**config.mk**
```make
export PLATFORM = sky130hd
export DESIGN_NAME = led_pwm_ctrl
export DESIGN_NICKNAME = d
export VERILOG_FILES = /design/src/rtl/led_pwm_ctrl_pkg.sv /design/src/rtl/led_pwm_timebase.sv /design/src/rtl/led_pwm_ctrl.sv
export SDC_FILE = /design/constraint.sdc
export NUM_CORES = 1
export LEC_CHECK = 0
export CORE_MARGIN = 2
export CORE_UTILIZATION = 47
export DETAILED_ROUTE_END_ITERATION = 10
export PLACE_DENSITY = 0.76
export RECOVER_POWER = 100
export SETUP_SLACK_MARGIN = 0.05
export SKIP_LAST_GASP = 1
export SLEW_MARGIN = 10
export SYNTH_ARGS = -nofsm -noshare
export SYNTH_HDL_FRONTEND = slang
export SYNTH_HIERARCHICAL = 1
export SYNTH_SLANG_ARGS = --single-unit
```
**constraint.sdc**
```tcl
create_clock -name clk_sys -period 1.9 [get_ports clk_sys]
set_clock_uncertainty 0.1 [all_clocks]
set_input_delay 0.38 -clock clk_sys [delete_from_list [all_inputs] [get_ports clk_sys]]
set_output_delay 0.38 -clock clk_sys [all_outputs]
set_load 0.005 [all_outputs]
```
**src/rtl/led_pwm_ctrl_pkg.sv**
```systemverilog
// Shared definitions for the LED PWM controller: register offsets,
// CTRL bit positions, BLINK field positions and the CTRL register type.
// The BLINK register is present only when LED_PWM_CTRL_BLINK_EN is defined.
package led_pwm_ctrl_pkg;

    // Byte offsets within the block's window (addr_i[7:2] is the word index)
    localparam logic [7:0] OFF_CTRL      = 8'h00;
    localparam logic [7:0] OFF_OUT       = 8'h04;
    localparam logic [7:0] OFF_PRESCALE  = 8'h08;
    localparam logic [7:0] OFF_BLINK     = 8'h0C;
    localparam logic [7:0] OFF_DUTY_BASE = 8'h20;

    // CTRL bit indices
    localparam int CTRL_EN_BIT   = 0;
    localparam int CTRL_MODE_BIT = 1;

    // BLINK field positions
    localparam int BLINK_MASK_LSB = 0;
    localparam int BLINK_HALF_LSB = 16;
    localparam int BLINK_HALF_W   = 8;

    // Packed so that EN lands on bit 0 and MODE on bit 1 of the readback word
    typedef struct packed {
        logic mode;
        logic en;
    } ctrl_reg_t;

endpackage

```
**src/rtl/led_pwm_timebase.sv**
```systemverilog
// PWM timebase: prescaler, PWM step counter and a one-cycle wrap pulse.
// A clear request restarts both counters and wins over a tick in the same
// cycle; while disabled both counters are held at zero.
module led_pwm_timebase #(
    parameter int PwmWidth = 8
) (
    input  logic                clk_sys,
    input  logic                rst_sys_n,
    input  logic                en,
    input  logic                clr,
    input  logic [15:0]         prescale,
    output logic [PwmWidth-1:0] pwm_cnt,
    output logic                pwm_wrap
);

    logic [15:0] pre_q;
    logic        tick;

    // The >= keeps the prescaler from running away if PRESCALE shrinks below it
    assign tick = (pre_q >= prescale);

    // Prescaler and PWM counter advance; wrap pulses alongside the max->0 step
    always_ff @(posedge clk_sys or negedge rst_sys_n) begin
        if (!rst_sys_n) begin
            pre_q    <= 16'd0;
            pwm_cnt  <= '0;
            pwm_wrap <= 1'b0;
        end else if (!en || clr) begin
            pre_q    <= 16'd0;
            pwm_cnt  <= '0;
            pwm_wrap <= 1'b0;
        end else if (tick) begin
            pre_q    <= 16'd0;
            pwm_cnt  <= pwm_cnt + 1'b1;
            pwm_wrap <= &pwm_cnt;
        end else begin
            pre_q    <= pre_q + 16'd1;
            pwm_wrap <= 1'b0;
        end
    end

endmodule

```
**src/rtl/led_pwm_ctrl.sv**
```systemverilog
// Memory-mapped LED controller: bus decode, register file, direct/PWM
// output mux and optional blink gating (LED_PWM_CTRL_BLINK_EN).
// Every request is granted in the same cycle and answered one cycle later.
module led_pwm_ctrl
    import led_pwm_ctrl_pkg::*;
#(
    parameter int          NumLeds       = 4,
    parameter int          PwmWidth      = 8,
    parameter logic [15:0] PrescaleReset = 16'd0
) (
    input  logic               clk_sys,
    input  logic               rst_sys_n,
    input  logic               req_i,
    output logic               gnt_o,
    input  logic               we_i,
    input  logic [3:0]         be_i,
    input  logic [31:0]        addr_i,
    input  logic [31:0]        wdata_i,
    output logic               rvalid_o,
    output logic [31:0]        rdata_o,
    output logic               err_o,
    output logic [NumLeds-1:0] led_o,
    output logic               pwm_wrap_o
);

    ctrl_reg_t            ctrl_q;
    logic [NumLeds-1:0]   out_q;
    logic [15:0]          prescale_q;
    logic [PwmWidth-1:0]  duty_q [NumLeds];

    logic [7:0]           reg_off;
    logic                 hit;
    logic                 wr_en;
    logic                 sel_ctrl;
    logic                 sel_out;
    logic                 sel_pre;
    logic [NumLeds-1:0]   sel_duty;
    logic [31:0]          rd_word;
    logic [31:0]          wr_word;

    logic [PwmWidth-1:0]  pwm_cnt;
    logic                 pwm_wrap;
    logic [NumLeds-1:0]   pwm_on;
    logic [NumLeds-1:0]   blink_off;
    logic                 unused_addr;

`ifdef LED_PWM_CTRL_BLINK_EN
    logic                 sel_blink;
    logic [NumLeds-1:0]   blink_mask_q;
    logic [7:0]           blink_half_q;
    logic [7:0]           blink_cnt_q;
    logic                 blink_phase_q;
`endif

    assign gnt_o       = req_i;
    assign reg_off     = {addr_i[7:2], 2'b00};
    assign wr_en       = req_i & we_i & hit;
    assign unused_addr = ^{addr_i[31:8], addr_i[1:0]};
    assign pwm_wrap_o  = pwm_wrap;

    // Address decode, readback mux and byte-lane merge of the write data
    always_comb begin
        hit      = 1'b0;
        sel_ctrl = 1'b0;
        sel_out  = 1'b0;
        sel_pre  = 1'b0;
        sel_duty = '0;
        rd_word  = '0;
`ifdef LED_PWM_CTRL_BLINK_EN
        sel_blink = 1'b0;
`endif
        case (reg_off)
            OFF_CTRL: begin
                hit                    = 1'b1;
                sel_ctrl               = 1'b1;
                rd_word[CTRL_EN_BIT]   = ctrl_q.en;
                rd_word[CTRL_MODE_BIT] = ctrl_q.mode;
            end
            OFF_OUT: begin
                hit                  = 1'b1;
                sel_out              = 1'b1;
                rd_word[NumLeds-1:0] = out_q;
            end
            OFF_PRESCALE: begin
                hit           = 1'b1;
                sel_pre       = 1'b1;
                rd_word[15:0] = prescale_q;
            end
`ifdef LED_PWM_CTRL_BLINK_EN
            OFF_BLINK: begin
                hit                                     = 1'b1;
                sel_blink                               = 1'b1;
                rd_word[BLINK_MASK_LSB +: NumLeds]      = blink_mask_q;
                rd_word[BLINK_HALF_LSB +: BLINK_HALF_W] = blink_half_q;
            end
`endif
            default: begin
                for (int i = 0; i < NumLeds; i++) begin
                    if (reg_off == 8'(int'(OFF_DUTY_BASE) + 4 * i)) begin
                        hit                   = 1'b1;
                        sel_duty[i]           = 1'b1;
                        rd_word[PwmWidth-1:0] = duty_q[i];
                    end
                end
            end
        endcase
        wr_word = rd_word;
        for (int b = 0; b < 4; b++) begin
            if (be_i[b]) wr_word[8*b +: 8] = wdata_i[8*b +: 8];
        end
    end

    // Bus response: one cycle after each request; reads of unmapped space error out
    always_ff @(posedge clk_sys or negedge rst_sys_n) begin
        if (!rst_sys_n) begin
            rvalid_o <= 1'b0;
            err_o    <= 1'b0;
            rdata_o  <= '0;
        end else begin
            rvalid_o <= req_i;
            err_o    <= req_i & ~hit;
            rdata_o  <= (req_i && !we_i && hit) ? rd_word : 32'd0;
        end
    end

    // Register file updates; bits beyond each field are dropped
    always_ff @(posedge clk_sys or negedge rst_sys_n) begin
        if (!rst_sys_n) begin
            ctrl_q     <= '0;
            out_q      <= '0;
            prescale_q <= PrescaleReset;
            for (int i = 0; i < NumLeds; i++) duty_q[i] <= '0;
        end else if (wr_en) begin
            if (sel_ctrl) begin
                ctrl_q.en   <= wr_word[CTRL_EN_BIT];
                ctrl_q.mode <= wr_word[CTRL_MODE_BIT];
            end
            if (sel_out) out_q <= wr_word[NumLeds-1:0];
            if (sel_pre) prescale_q <= wr_word[15:0];
            for (int i = 0; i < NumLeds; i++) begin
                if (sel_duty[i]) duty_q[i] <= wr_word[PwmWidth-1:0];
            end
        end
    end

    led_pwm_timebase #(
        .PwmWidth (PwmWidth)
    ) u_timebase (
        .clk_sys   (clk_sys),
        .rst_sys_n (rst_sys_n),
        .en        (ctrl_q.en),
        .clr       (wr_en & sel_pre),
        .prescale  (prescale_q),
        .pwm_cnt   (pwm_cnt),
        .pwm_wrap  (pwm_wrap)
    );

    // Per-channel PWM compare: duty 0 never lights, full scale lights all but one step
    always_comb begin
        pwm_on = '0;
        for (int i = 0; i < NumLeds; i++) pwm_on[i] = (duty_q[i] > pwm_cnt);
    end

`ifdef LED_PWM_CTRL_BLINK_EN
    // Blink phase flips after HALF wraps; a BLINK write restarts the phase
    always_ff @(posedge clk_sys or negedge rst_sys_n) begin
        if (!rst_sys_n) begin
            blink_mask_q  <= '0;
            blink_half_q  <= 8'd0;
            blink_cnt_q   <= 8'd0;
            blink_phase_q <= 1'b0;
        end else if (wr_en && sel_blink) begin
            blink_mask_q  <= wr_word[BLINK_MASK_LSB +: NumLeds];
            blink_half_q  <= wr_word[BLINK_HALF_LSB +: BLINK_HALF_W];
            blink_cnt_q   <= 8'd0;
            blink_phase_q <= 1'b0;
        end else if (blink_half_q == 8'd0) begin
            blink_cnt_q   <= 8'd0;
            blink_phase_q <= 1'b0;
        end else if (pwm_wrap) begin
            if (blink_cnt_q == blink_half_q - 8'd1) begin
                blink_cnt_q   <= 8'd0;
                blink_phase_q <= ~blink_phase_q;
            end else begin
                blink_cnt_q <= blink_cnt_q + 8'd1;
            end
        end
    end

    assign blink_off = blink_phase_q ? blink_mask_q : '0;
`else
    assign blink_off = '0;
`endif

    // Output flop: disabled -> dark, else direct or PWM with blink gating
    always_ff @(posedge clk_sys or negedge rst_sys_n) begin
        if (!rst_sys_n) begin
            led_o <= '0;
        end else if (!ctrl_q.en) begin
            led_o <= '0;
        end else if (ctrl_q.mode) begin
            led_o <= pwm_on & ~blink_off;
        end else begin
            led_o <= out_q & ~blink_off;
        end
    end

endmodule

```
After elaboration in Yosys (flattened, before gate mapping). Index checks and enable logic that the tools add are counted.

Output and inout bits: 40. Register bits after elaboration: 101. Logic and storage cells: 81.

Equal/unequal tests: 6. $add $sub $neg: 2. Muxes and demuxes: 31. Reductions and logical operators: 17. Bitwise operators: 5. $lt $le $gt $ge: 5.

Operators by type and width (count): $mux 8 (9); $mux 16 (3); $gt 8x8->1 (4); $eq 6x4->1 const B (4); $add 16x1->16 const B (1); $ge 16x16->1 (1); $reduce_and 2->1 (7); $mux 1 (13); $mux 4 (3); $pmux 2 s3 (2); $add 8x1->8 const B (1); $logic_not 8->1 (1); $pmux 4 s2 (1); $reduce_and 8->1 (1); $eq 6x1->1 const B (1); $eq 6x2->1 const B (1); $and 1x1->1 (4); $reduce_or 3->1 (1); $logic_and 1x1->1 (2); $logic_not 1->1 (2); $reduce_bool 2->1 (1); $reduce_or 2->1 (1); $logic_or 1x1->1 (1); $not 1->1 (1).

Longest topological paths before layout. Gate-level depths: netlist (run 1).

Word-level depth: 10. Mapped depth: 11.

Modules after synthesis. The synthesis (run 1) kept the hierarchy.

Modules (own cells, without submodules): led_pwm_ctrl (area an instance 4144.0 sq um, cells each 374, seq. area each 1901.8 sq um, times used 1); led_pwm_timebase (area an instance 1621.6 sq um, cells each 176, seq. area each 625.6 sq um, times used 1).

Worst setup path after synthesis (run 1). Ideal clock, no wire load.

Path type: input-to-reg. From: input port addr_i[2]. To: register u_timebase.pre_q[14]. Path slack: -0.558 ns. Path buffers: 4. Library setup time: 0.119 ns. Arrival: 2.239 ns. Stages: 11. Data required time: 1.681 ns. Path through: buf_6 -> or4b_4 -> nor3_1 -> buf_2 -> nand2_1 -> clkinv_1 -> nand2b_1 -> or2_1 -> buf_6 -> buf_6 -> nor2_1.

Cells in the longest elaborated chain, start to end: 10.

Ends and longest elaborated chain: from (decl) (RTL line led_pwm_ctrl.sv:17) `input logic [31:0] addr_i,`; $eq 6x4->1 (RTL line led_pwm_ctrl.sv:99) `if (reg_off == 8'(int'(OFF_DUTY_BASE) + 4 * i)) begin`; $mux 1 (4 in a row) (RTL line led_pwm_ctrl.sv:99); $mux 1 (RTL line led_pwm_ctrl.sv:72) `case (reg_off)`; $and 1x1->1 (RTL line led_pwm_ctrl.sv:57) `assign wr_en = req_i & we_i & hit;`; $and 1x1->1 * (RTL line led_pwm_ctrl.sv:152) `.clr (wr_en & sel_pre),`; $logic_or 1x1->1 * (RTL line led_pwm_timebase.sv:28) `end else if (!en || clr) begin`; $mux 16 * (RTL line led_pwm_timebase.sv:28); to (signal assigned) (RTL line led_pwm_timebase.sv:37) `pre_q <= pre_q + 16'd1;`; to (decl) (RTL line led_pwm_timebase.sv:16) `logic [15:0] pre_q;`.

Mark *: on every way between the ends. The rest lies on a longest branch, timed or not. A chain may end at the register's enable or synchronous reset.

Final worst setup path (run 1).
From: register prescale_q[4]. To: register u_timebase.pwm_cnt[4].

Cells in the longest elaborated chain, start to end: 2.

Ends and longest elaborated chain: from (decl) (RTL line led_pwm_ctrl.sv:28) `logic [15:0] prescale_q;`; from (signal assigned) (RTL line led_pwm_ctrl.sv:131) `prescale_q <= PrescaleReset;`; from (signal assigned) (RTL line led_pwm_ctrl.sv:139) `if (sel_pre) prescale_q <= wr_word[15:0];`; $ge 16x16->1 (RTL line led_pwm_timebase.sv:20) `assign tick = (pre_q >= prescale);`; $reduce_bool 2->1 (no source line); to (signal assigned) (RTL line led_pwm_timebase.sv:34) `pwm_cnt <= pwm_cnt + 1'b1;`; to (decl) (RTL line led_pwm_timebase.sv:12) `output logic [PwmWidth-1:0] pwm_cnt,`.

Every way passes these cells.

==> reports/qor.yml, run 1 <==
hold_violations: 0
p_sw_uw: 1144
die_x_um: 114.8
cts_max_level: 3
design_area_mm2: 0.008109
slowest_delay_ps: 520
antenna_found_initial: 0
tritoncts: "done"
io_buffers: 51
cts.path.max_buffers: 2
crit_chain: "inv_2 -> ha_4 -> nand2_4 -> nor3_4 -> a21oi_2 -> o311ai_4 -> or4b_4 -> o21ai_2"
worstSetupPathType: "reg -> reg"
postPlaceCellArea_mm2: 0.007102
cap_violations: 0
power_frac_clock_pct: 42.2
dr.pass1.iters: 6
outcome: "complete, but fails checks"
p_sw_share_pct: 23.94
comb_power_share_pct: 11.4
relSlewSlack_pct: 43.69
wirelength_mm: 16.33
critPathRequiredTime_ps: 2090
vias_per_cell: 5.621
drtIter0Drc: 273
setup_violations: 84
drtAntennaViolNets: 0
vias: 4817
grt_pass1_wl_mm: 25.61
tightestPinTransition_ps: 844.6
clk_latency_ps: 350
async_flop_share_pct: 100.0
whs_ps: 284.7
root_buffer: "clkbuf_16"
p_leak_uw: 0.003849
cpMaxStageDelayCell: "or4b_4"
setup_slack_ps: -323.3
violations: "setup timing"
total_power_uw: 4780
finalCritPeriodShare_pct: 117.0
clk_pin_slew_ps: 70
cts_sinks: 101
dpl.hpwl_mm: 11.25
layout.nets: 827
first_global_vias: 5041
synth-seq-cells: 101
coreArea_mm2: 0.01201
synth_cell_type_count: 57
grt_max_degree: 38
synth_edf_count: 0
tns_ps: -16960
insertedDiodeCount: 0
syn_area_mm2: 0.005766
synth_cells: 550
hold_path.class: "in -> reg"
detail_route.wl_per_cell_um: 19.05
vdd_drop_max_v: 0.0004822
final-max-slew-violation-count: 0
yosysWarnings: 6
grt_setup_unrepaired: "true"
start_util_pct: 48.00
drc_errors: 0
crit_arrival_ps: 2410
cts_buffers: 9
dominantRegCellSynth: "dfrtp_1"
dieArea_mm2: 0.01317
num_rows: 40
clock.fmax_mhz: 449.8
die_h_um: 114.8
syn_area_per_cell_um2: 10.48
path_max_fanout: 4
period_needed_ps: 2223
endpoint_kind: "flop"
p_seq_share_pct: 46.5
cp-start-kind: "flop"
grtUsageTotal_pct: 25.10
p_int_uw: 3635
grt_overflow: 0
ios: 112
drive_gt1_share_pct: 35.49
area_growth_pct: 40.65
place.gp.congestion: 0.9314
fin_util_pct: 67.51
yosysSeqAreaShare_pct: 43.84
powerDensity_mw_per_mm2: 589.4
[sequential cells by signal (all words and copies together) (netlist names)]
name                 cells
led_o                    4
ctrl_q                   2
u_timebase/pwm_cnt       8
u_timebase/pre_q        16
duty_q                  32
rdata_o                 16
out_q                    4
rvalid_o                 1
err_o                    1
u_timebase/pwm_wrap      1
prescale_q              16
[power by group through the flow]
stage	registers [µW]	logic (µW)	clock network (µW)
floorplan	2250	261	0
global placement	2260	446	0
detailed placement	2260	462	0
CTS	2220	517	2030
global route	2220	595	2120
finish	2220	544	2020
[per-stage QoR]
stage / std cells / setup WS [ps]
final: 857 / -323.3
after floorplan: 565 / -433.4
after global routing: 857 / -404.0
after CTS: 848 / -289.3
after detailed placement: 821 / -1014
after global placement: 821 / -945.0
[layer usage]
layer | part of all wire, % | GRT usage (%) | vias to the layer above
li1 | - | - | 2237
met1 | 41 | 31.93 | 2372
met2 | 50 | 42.37 | 164
met3 | 5.4 | 5.324 | 44
met4 | 3.3 | 9.398 | 0
met5 | 0 | 0 | -
[worst max-delay path, delay by kind of cell, from the launching register on]
kind,cells,cell delay (ps)
AO/OA/AOI/OAI,3,540
buffers and inverters,1,80
flip-flops,1,430
AND/OR/NAND/NOR,3,720
adder cells (fa/ha/maj),1,280
[synthesized netlist by cell type (all sizes together) (4+ instances only)]
master	instances	area (µm²)
a211oi	5	42.54
a21o	8	60.06
a21oi	32	167.7
a22oi	5	37.54
a31o	4	35.03
a31oi	6	37.54
and2	9	56.30
and3	6	37.54
buf	24	196.4
clkbuf	8	30.03
dfrtp	101	2527
ha	50	625.6
inv	29	108.9
mux2	40	450.4
mux2i	5	50.05
nand2	47	176.4
nand2b	13	81.33
nand3	15	75.07
nand4	6	37.54
nor2	36	135.1
nor2b	11	68.82
nor3	12	65.06
o211ai	7	86.33
o21ai	22	110.1
o21bai	4	30.03
o311ai	5	61.31
xnor2	4	35.03
xor2	11	96.34
[repair_timing]
item	CTS	global route
hold buffers	1	0
pin swaps	27	26
endpoints found under the hold margin	31	0
setup buffers	16	14
endpoints found under the setup margin	100	89
gates resized for setup	96	56
[kinds of logic (layout without fill, tap and decap cells)]
logic type / count (synthesis) / after routing / synth area share (%)
AOI/OAI and AO/OA: 105 / 105 / 13.02
xor gates and xnor gates: 15 / 15 / 2.279
adders and majority gates: 50 / 50 / 10.85
buffers and inverters: 62 / 207 / 5.881
DFF: 101 / 101 / 43.84
muxes: 46 / 46 / 9.071
other: 1 / 16 / 0.06504
and+or+nand+nor: 170 / 170 / 15.00
[final timing paths]
path / startpoint / slack, ps / cells after the start / endpoint
max: prescale_q[4]$_DFFE_PN0P_ / -320 / 8 / u_timebase/pwm_cnt[4]$_DFFE_PN0P_
min: req_i / 280 / 1 / rvalid_o$_DFF_PN0_
max reg2reg: prescale_q[4]$_DFFE_PN0P_ / -320 / 8 / u_timebase/pwm_cnt[4]$_DFFE_PN0P_
min reg2reg: prescale_q[8]$_DFFE_PN0P_ / 430 / 1 / rdata_o[8]$_DFF_PN0_
max in group asynchronous: rst_sys_n / 300 / 3 / u_timebase/pwm_cnt[5]$_DFFE_PN0P_
min in group asynchronous: rst_sys_n / 560 / 2 / rdata_o[2]$_DFF_PN0_
[area by class of cell]
| class | instances | area, µm² |
|---|---|---|
| clock buffers | 10 | 239.0 |
| well taps | 147 | 183.9 |
| flip-flops and latches | 101 | 2529 |
| multi-input cells | 402 | 3480 |
| fillers | 862 | 3902 |
| inverters | 30 | 113.9 |
| repair buffers | 161 | 1478 |
| clock inverters | 6 | 86.33 |
[layout by cell type (no fill, tap or decap), types with 4 or more instances in the layout]
cell,instances
a31oi_4,5
inv_2,4
nand2b_1,11
o21ai_2,15
dfrtp_1,100
clkbuf_16,9
nor3_1,8
nand2_1,43
a22oi_1,5
nor2b_1,8
a21o_1,8
inv_1,25
xor2_1,11
o21ai_1,4
a21oi_1,21
and3_1,5
nand4_1,6
buf_6,21
o311ai_0,4
conb_1,16
buf_4,81
ha_1,45
buf_12,7
o21bai_1,4
mux2_2,16
a21oi_2,9
clkdlybuf4s50_1,19
mux2i_1,5
mux2_4,24
ha_4,5
nand3_1,15
dlygate4sd3_1,25
o211ai_4,5
and2_1,6
nor2_1,32
Note: power is estimated with default switching activity, not from simulation.
==> inputs of run 2 (changes only) <==
CTS_CLUSTER_DIAMETER = 80   (was default)
PLACE_DENSITY = default   (was 0.76)
PLACE_DENSITY_LB_ADDON = 0.1   (was default)
==> run 2 against run 1 <==
Effect of this change:
- core utilization is 0.76 points lower
- global-route usage decreased by 1.2 points
- worst hold slack gained 67 ps
- critical endpoint is now u_timebase/pwm_cnt[7]$_DFFE_PN0P_
- via count down 3.3%
- cell area decreased by 1.1%
- the flow still finishes with violations (setup timing)
- critical path depth is 2 higher
- critical path type unchanged
- sequential power barely moved
- non-clock buffer count fell by 5
- largest cell class unchanged
- sequential share of layout area is 0.34 points higher
- count of clock-buffer cells in the layout unchanged
==> reports/qor.yml, run 2 (synthesis results as in run 1) <==
cts.path.max_buffers: 2
cp-start-kind: "flop"
vdd_drop_max_v: 0.0006054
design_area_mm2: 0.008018
root_buffer: "clkbuf_16"
outcome: "complete, but fails checks"
first_global_vias: 4791
total_power_uw: 4537
final-max-slew-violation-count: 0
vias: 4656
tritoncts: "done"
endpoint_kind: "flop"
dr.pass1.iters: 4
rr_startpoint: "prescale_q[5]$_DFFE_PN0P_"
hold_path.class: "in -> async"
largest_reg_flops: 32
setup_violations: 68
clock.fmax_mhz: 451.5
num_rows: 40
num-fill-cells: 923
layout_common_cells: "dfrtp_1, buf_4, ha_1, nand2_1, nor2_1"
placed_cells: 813
p_sw_share_pct: 25.56
drtIter0Drc: 225
p_int_uw: 3377
grt_pass1_wl_mm: 24.26
setup_slack_ps: -314.6
drtAntennaViolNets: 0
cts_buffers: 9
crit_buf_inv: 3
power_frac_clock_pct: 38.7
powerDensity_mw_per_mm2: 565.9
antenna_found_initial: 0
mostFrequentLayoutCell: "dfrtp_1"
period_needed_ps: 2215
crit_arrival_ps: 2380
grtUsageTotal_pct: 23.92
violations: "setup timing"
place.gp.congestion: 0.8640
comb_power_share_pct: 12.4
whs_ps: 351.3
start_util_pct: 48.00
tns_ps: -10850
crit_top_cell: "buf_6"
postPlaceCellArea_mm2: 0.007042
p_seq_share_pct: 48.9
critPathRequiredTime_ps: 2060
path_max_fanout: 5
instances_no_fill: 851
clk_latency_ps: 360
ios: 112
crit_family: "flip-flops"
ff2ff_setup_slack_ps: -310
area_growth_pct: 39.06
crit_chain: "inv_2 -> ha_4 -> nand2_2 -> nor3_2 -> a21oi_2 -> o311ai_4 -> buf_6 -> buf_6 -> and3b_1 -> mux2i_1"
rr_endpoint: "u_timebase/pwm_cnt[7]$_DFFE_PN0P_"
p_leak_uw: 0.003801
insertedDiodeCount: 0
tightestPinTransition_ps: 747.3
cts_sinks: 101
cap_violations: 0
cpMaxStageDelayCell: "dfrtp_1"
die_x_um: 114.8
slowest_delay_ps: 420
grt_setup_unrepaired: "true"
dpl.hpwl_mm: 10.88
drc_errors: 0
p_sw_uw: 1160
finalCritPeriodShare_pct: 116.6
layout.nets: 822
vias_per_cell: 5.471
clk_pin_slew_ps: 70
cts_max_level: 3
dieArea_mm2: 0.01317
grt_max_degree: 54
drive_gt1_share_pct: 34.66
io_buffers: 51
coreArea_mm2: 0.01201
hold_violations: 0
r2r_cells: 10
wirelength_mm: 15.27
detail_route.wl_per_cell_um: 17.94
top_register: "duty_q"
grt_overflow: 0
relSlewSlack_pct: 50.18
die_h_um: 114.8
worstSetupPathType: "reg -> reg"
## run 2: cell count changes in the layout (fill, tap and decap cells not counted), sizes merged
cell	delta
clkbuf	+5
clkinvlp	+1
clkdlybuf4s50	+1
buf	-9
dlygate4sd3	-1
clkdlybuf4s15	-1
bufinv	-2
## run 2: layout make-up
cell class	count	area [µm²]	area share (%)
multi-input combinational	402	3482	43.43
sequential	101	2527	31.52
timing repair buffer	156	1434	17.88
clock buffer	10	239.0	2.981
tap	147	183.9	2.294
inverter	30	113.9	1.420
clock inverter	5	37.54	0.4682
## run 2: worst max-delay path by stage
stage,from,end,cells after the start
finish,prescale_q[5]$_DFFE_PN0P_,u_timebase/pwm_cnt[7]$_DFFE_PN0P_,10
global route,prescale_q[6]$_DFFE_PN0P_,u_timebase/pwm_cnt[7]$_DFFE_PN0P_,10
CTS,prescale_q[6]$_DFFE_PN0P_,u_timebase/pwm_cnt[7]$_DFFE_PN0P_,10
detailed placement,addr_i[3],duty_q[30]$_DFFE_PN0P_,7
global placement,addr_i[3],prescale_q[7]$_DFFE_PN0P_,7
floorplan,addr_i[2],duty_q[3]$_DFFE_PN0P_,7
## run 2: worst register-to-register path: cells and delay by family (launching register included)
kind / cells / cell delay [ps]
simple gates: 3 / 410
buf+inv: 3 / 340
mux: 1 / 220
compound gates: 2 / 360
fa+ha+maj: 1 / 270
flops: 1 / 420
## run 2: what timing repair did
item	in CTS	in global routing
endpoints found under the setup margin	98	90
hold buffers	1	0
resized for setup	88	61
pin swaps	27	38
endpoints found under the hold margin	48	0
buffers inserted	16	11
## run 2: power by group through the flow
| stage | logic, µW | clock network (µW) | registers [µW] |
|---|---|---|---|
| after global placement | 448 | 0 | 2260 |
| after global routing | 618 | 1870 | 2220 |
| final | 561 | 1760 | 2220 |
| after detailed placement | 460 | 0 | 2260 |
| after CTS | 536 | 1800 | 2220 |
| after floorplan | 261 | 0 | 2250 |
## run 2: stage by stage
stage | setup WS (ps) | util (%)
after detailed placement | -1096 | 58.63
after floorplan | -433.4 | -
after global routing | -356.0 | 66.75
final | -314.6 | 66.75
after CTS | -301.5 | 64.60
after global placement | -1030 | 58.63
## run 2: routing by layer
layer / track usage [%] / vias to the layer above / part of all wire, %
li1: - / 2223 / -
met1: 31.09 / 2294 / 43
met2: 40.16 / 112 / 50
met3: 6.009 / 27 / 4.6
met4: 6.426 / 0 / 2.2
met5: 0 / - / 0
==> inputs of run 3 (changes only) <==
CORE_MARGIN = default   (was 2)
SLEW_MARGIN = default   (was 10)
==> run 3 against run 2 <==
Effect of this change:
- the run still ends with setup timing left
- global-route usage increased by 0.66 points
- sequential share of layout area decreased by 0.72 points
- worst setup slack improved by 53 ps
- die area is 3.5% lower
- sequential power about the same
- critical path depth is the same
- non-clock buffer count shrank 1
- first-iteration DRC count decreased by 20%
- flip-flop and latch count stayed put
- critical endpoint is now u_timebase/pre_q[9]$_DFF_PN0_
- largest power group unchanged
- highest routed layer unchanged
==> reports/qor.yml, run 3 (synthesis results as in run 1) <==
outcome: "complete, but fails checks"
violations: "setup timing"
insertedDiodeCount: 0
setup_slack_ps: -261.4
tns_ps: -13220
powerDensity_mw_per_mm2: 595.1
place.gp.congestion: 0.8362
vias_per_cell: 5.522
coreArea_mm2: 0.01196
endpoint_kind: "flop"
tightestPinTransition_ps: 792.5
antenna_found_initial: 0
dpl.hpwl_mm: 10.56
clk_pin_slew_ps: 70
num_rows: 40
dr.pass1.iters: 4
grtUsageTotal_pct: 24.58
multi_input_area_mm2: 0.003626
hold_depth: 1
vdd_drop_max_v: 0.0006026
setup_violations: 82
finalCritPeriodShare_pct: 113.8
cts_sinks: 101
largest_reg_flops: 32
wl_met3_um: 672
fin_util_pct: 68.59
clk_latency_ps: 350
grt_pass1_wl_mm: 24.07
die_x_um: 112.8
drtIter0Drc: 180
drive_gt1_share_pct: 37.36
cts_buffers: 9
cap_violations: 0
drtAntennaViolNets: 0
total_power_uw: 4883
grt_overflow: 0
grt_max_degree: 39
tritoncts: "done"
r2r_cells: 10
detail_route.wl_per_cell_um: 18.08
final-max-slew-violation-count: 0
relSlewSlack_pct: 47.16
crit_arrival_ps: 2350
layout.nets: 821
cp-start-kind: "flop"
mostFrequentLayoutCell: "dfrtp_1"
placed_cells: 811
hold_path.class: "in -> reg"
cpMaxStageDelayCell: "dfrtp_1"
wl_met1_mm: 6.905
top_register: "duty_q"
path_max_fanout: 8
wirelength_mm: 15.39
die_h_um: 112.8
period_needed_ps: 2161
critPathRequiredTime_ps: 2090
worstSetupPathType: "reg -> reg"
first_global_vias: 4726
cts.path.max_buffers: 2
root_buffer: "clkbuf_16"
crit_chain: "inv_1 -> ha_4 -> a21oi_1 -> o21ai_2 -> a21oi_2 -> o311ai_4 -> buf_6 -> or2_4 -> clkbuf_16 -> nor2_2"
cts_max_level: 3
slowest_delay_ps: 420
hold_violations: 0
regArea_mm2: 0.002527
start_util_pct: 48.20
dieArea_mm2: 0.01271
layout_common_cells: "dfrtp_1, buf_4, ha_1, nand2_1, mux2_4"
ios: 112
instances_no_fill: 851
io_buffers: 51
drc_errors: 0
vias: 4699
wl_met2_mm: 7.410
clock.fmax_mhz: 462.7
p_leak_uw: 0.003884
top_layer: "met4"
grt_setup_unrepaired: "true"
num-fill-cells: 856
area_growth_pct: 42.30
run 3: cell count changes in the layout (fill, tap and decap cells not counted), sizes merged:
cell	change
bufinv	+3
buf	+2
clkinv	-2
clkinvlp	-2
clkbuf	-1
clkdlybuf4s15	+1
clkdlybuf4s50	-1
dlygate4sd2	-1
dlygate4sd3	+1
run 3: through the flow:
step	setup WS, ps	instance area, µm²	hold WS, ps
2_1_floorplan	-433.4	5871	-15.59
3_3_place_gp	-914.3	7014	246.9
3_5_place_dp	-929.7	7014	264.1
4_1_cts	-281.1	7746	283.5
5_1_grt	-303.0	8204	306.2
6_report	-261.4	8204	293.1
run 3: final cells by class:
class	instances	share of cell area, %
multi-input combinational	402	44.20
sequential	101	30.81
timing repair buffer	155	17.20
clock buffer	12	3.004
tap	147	2.242
inverter	30	1.388
clock inverter	4	1.159
run 3: critical path, delay by kind of cell, from the launching register on:
family | cells | cell delay, ps
adders and majority gates | 1 | 220
AOI/OAI and AO/OA | 4 | 550
and+or+nand+nor | 2 | 360
buffers and inverters | 3 | 460
DFF | 1 | 420
run 3: worst paths after layout:
kind	startpoint	endpoint	slack [ps]
max in group asynchronous	rst_sys_n	u_timebase/pre_q[10]$_DFF_PN0_	220
min in group asynchronous	rst_sys_n	ctrl_q[0]$_DFFE_PN0P_	550
worst max register to register	prescale_q[7]$_DFFE_PN0P_	u_timebase/pre_q[9]$_DFF_PN0_	-260
worst max-delay path	prescale_q[7]$_DFFE_PN0P_	u_timebase/pre_q[9]$_DFF_PN0_	-260
worst min-delay path	req_i	rvalid_o$_DFF_PN0_	290
worst min register to register	prescale_q[13]$_DFFE_PN0P_	rdata_o[13]$_DFF_PN0_	420
run 3: routing by layer:
layer  vias up  track usage, %
met5         -               0
li1       2226               -
met1      2304           33.11
met3        36           4.017
met4         0           9.156
met2       133           40.04
run 3: repair_timing:
action                                 CTS  global route
pin swaps                               19            38
hold buffers                             1             0
setup endpoints to repair               97            88
buffers inserted                        14            15
endpoints found under the hold margin   28             0
gates cloned                             0             1
resized for setup                       87            98
run 3: where the power goes:
part           leakage (µW)  switching [µW]  total, µW  internal [µW]
combinational       0.00232             279        545            267
clock              0.000167             797       2120           1320
sequential          0.00140            34.1       2220           2180
total               0.00388            1110       4880           3770
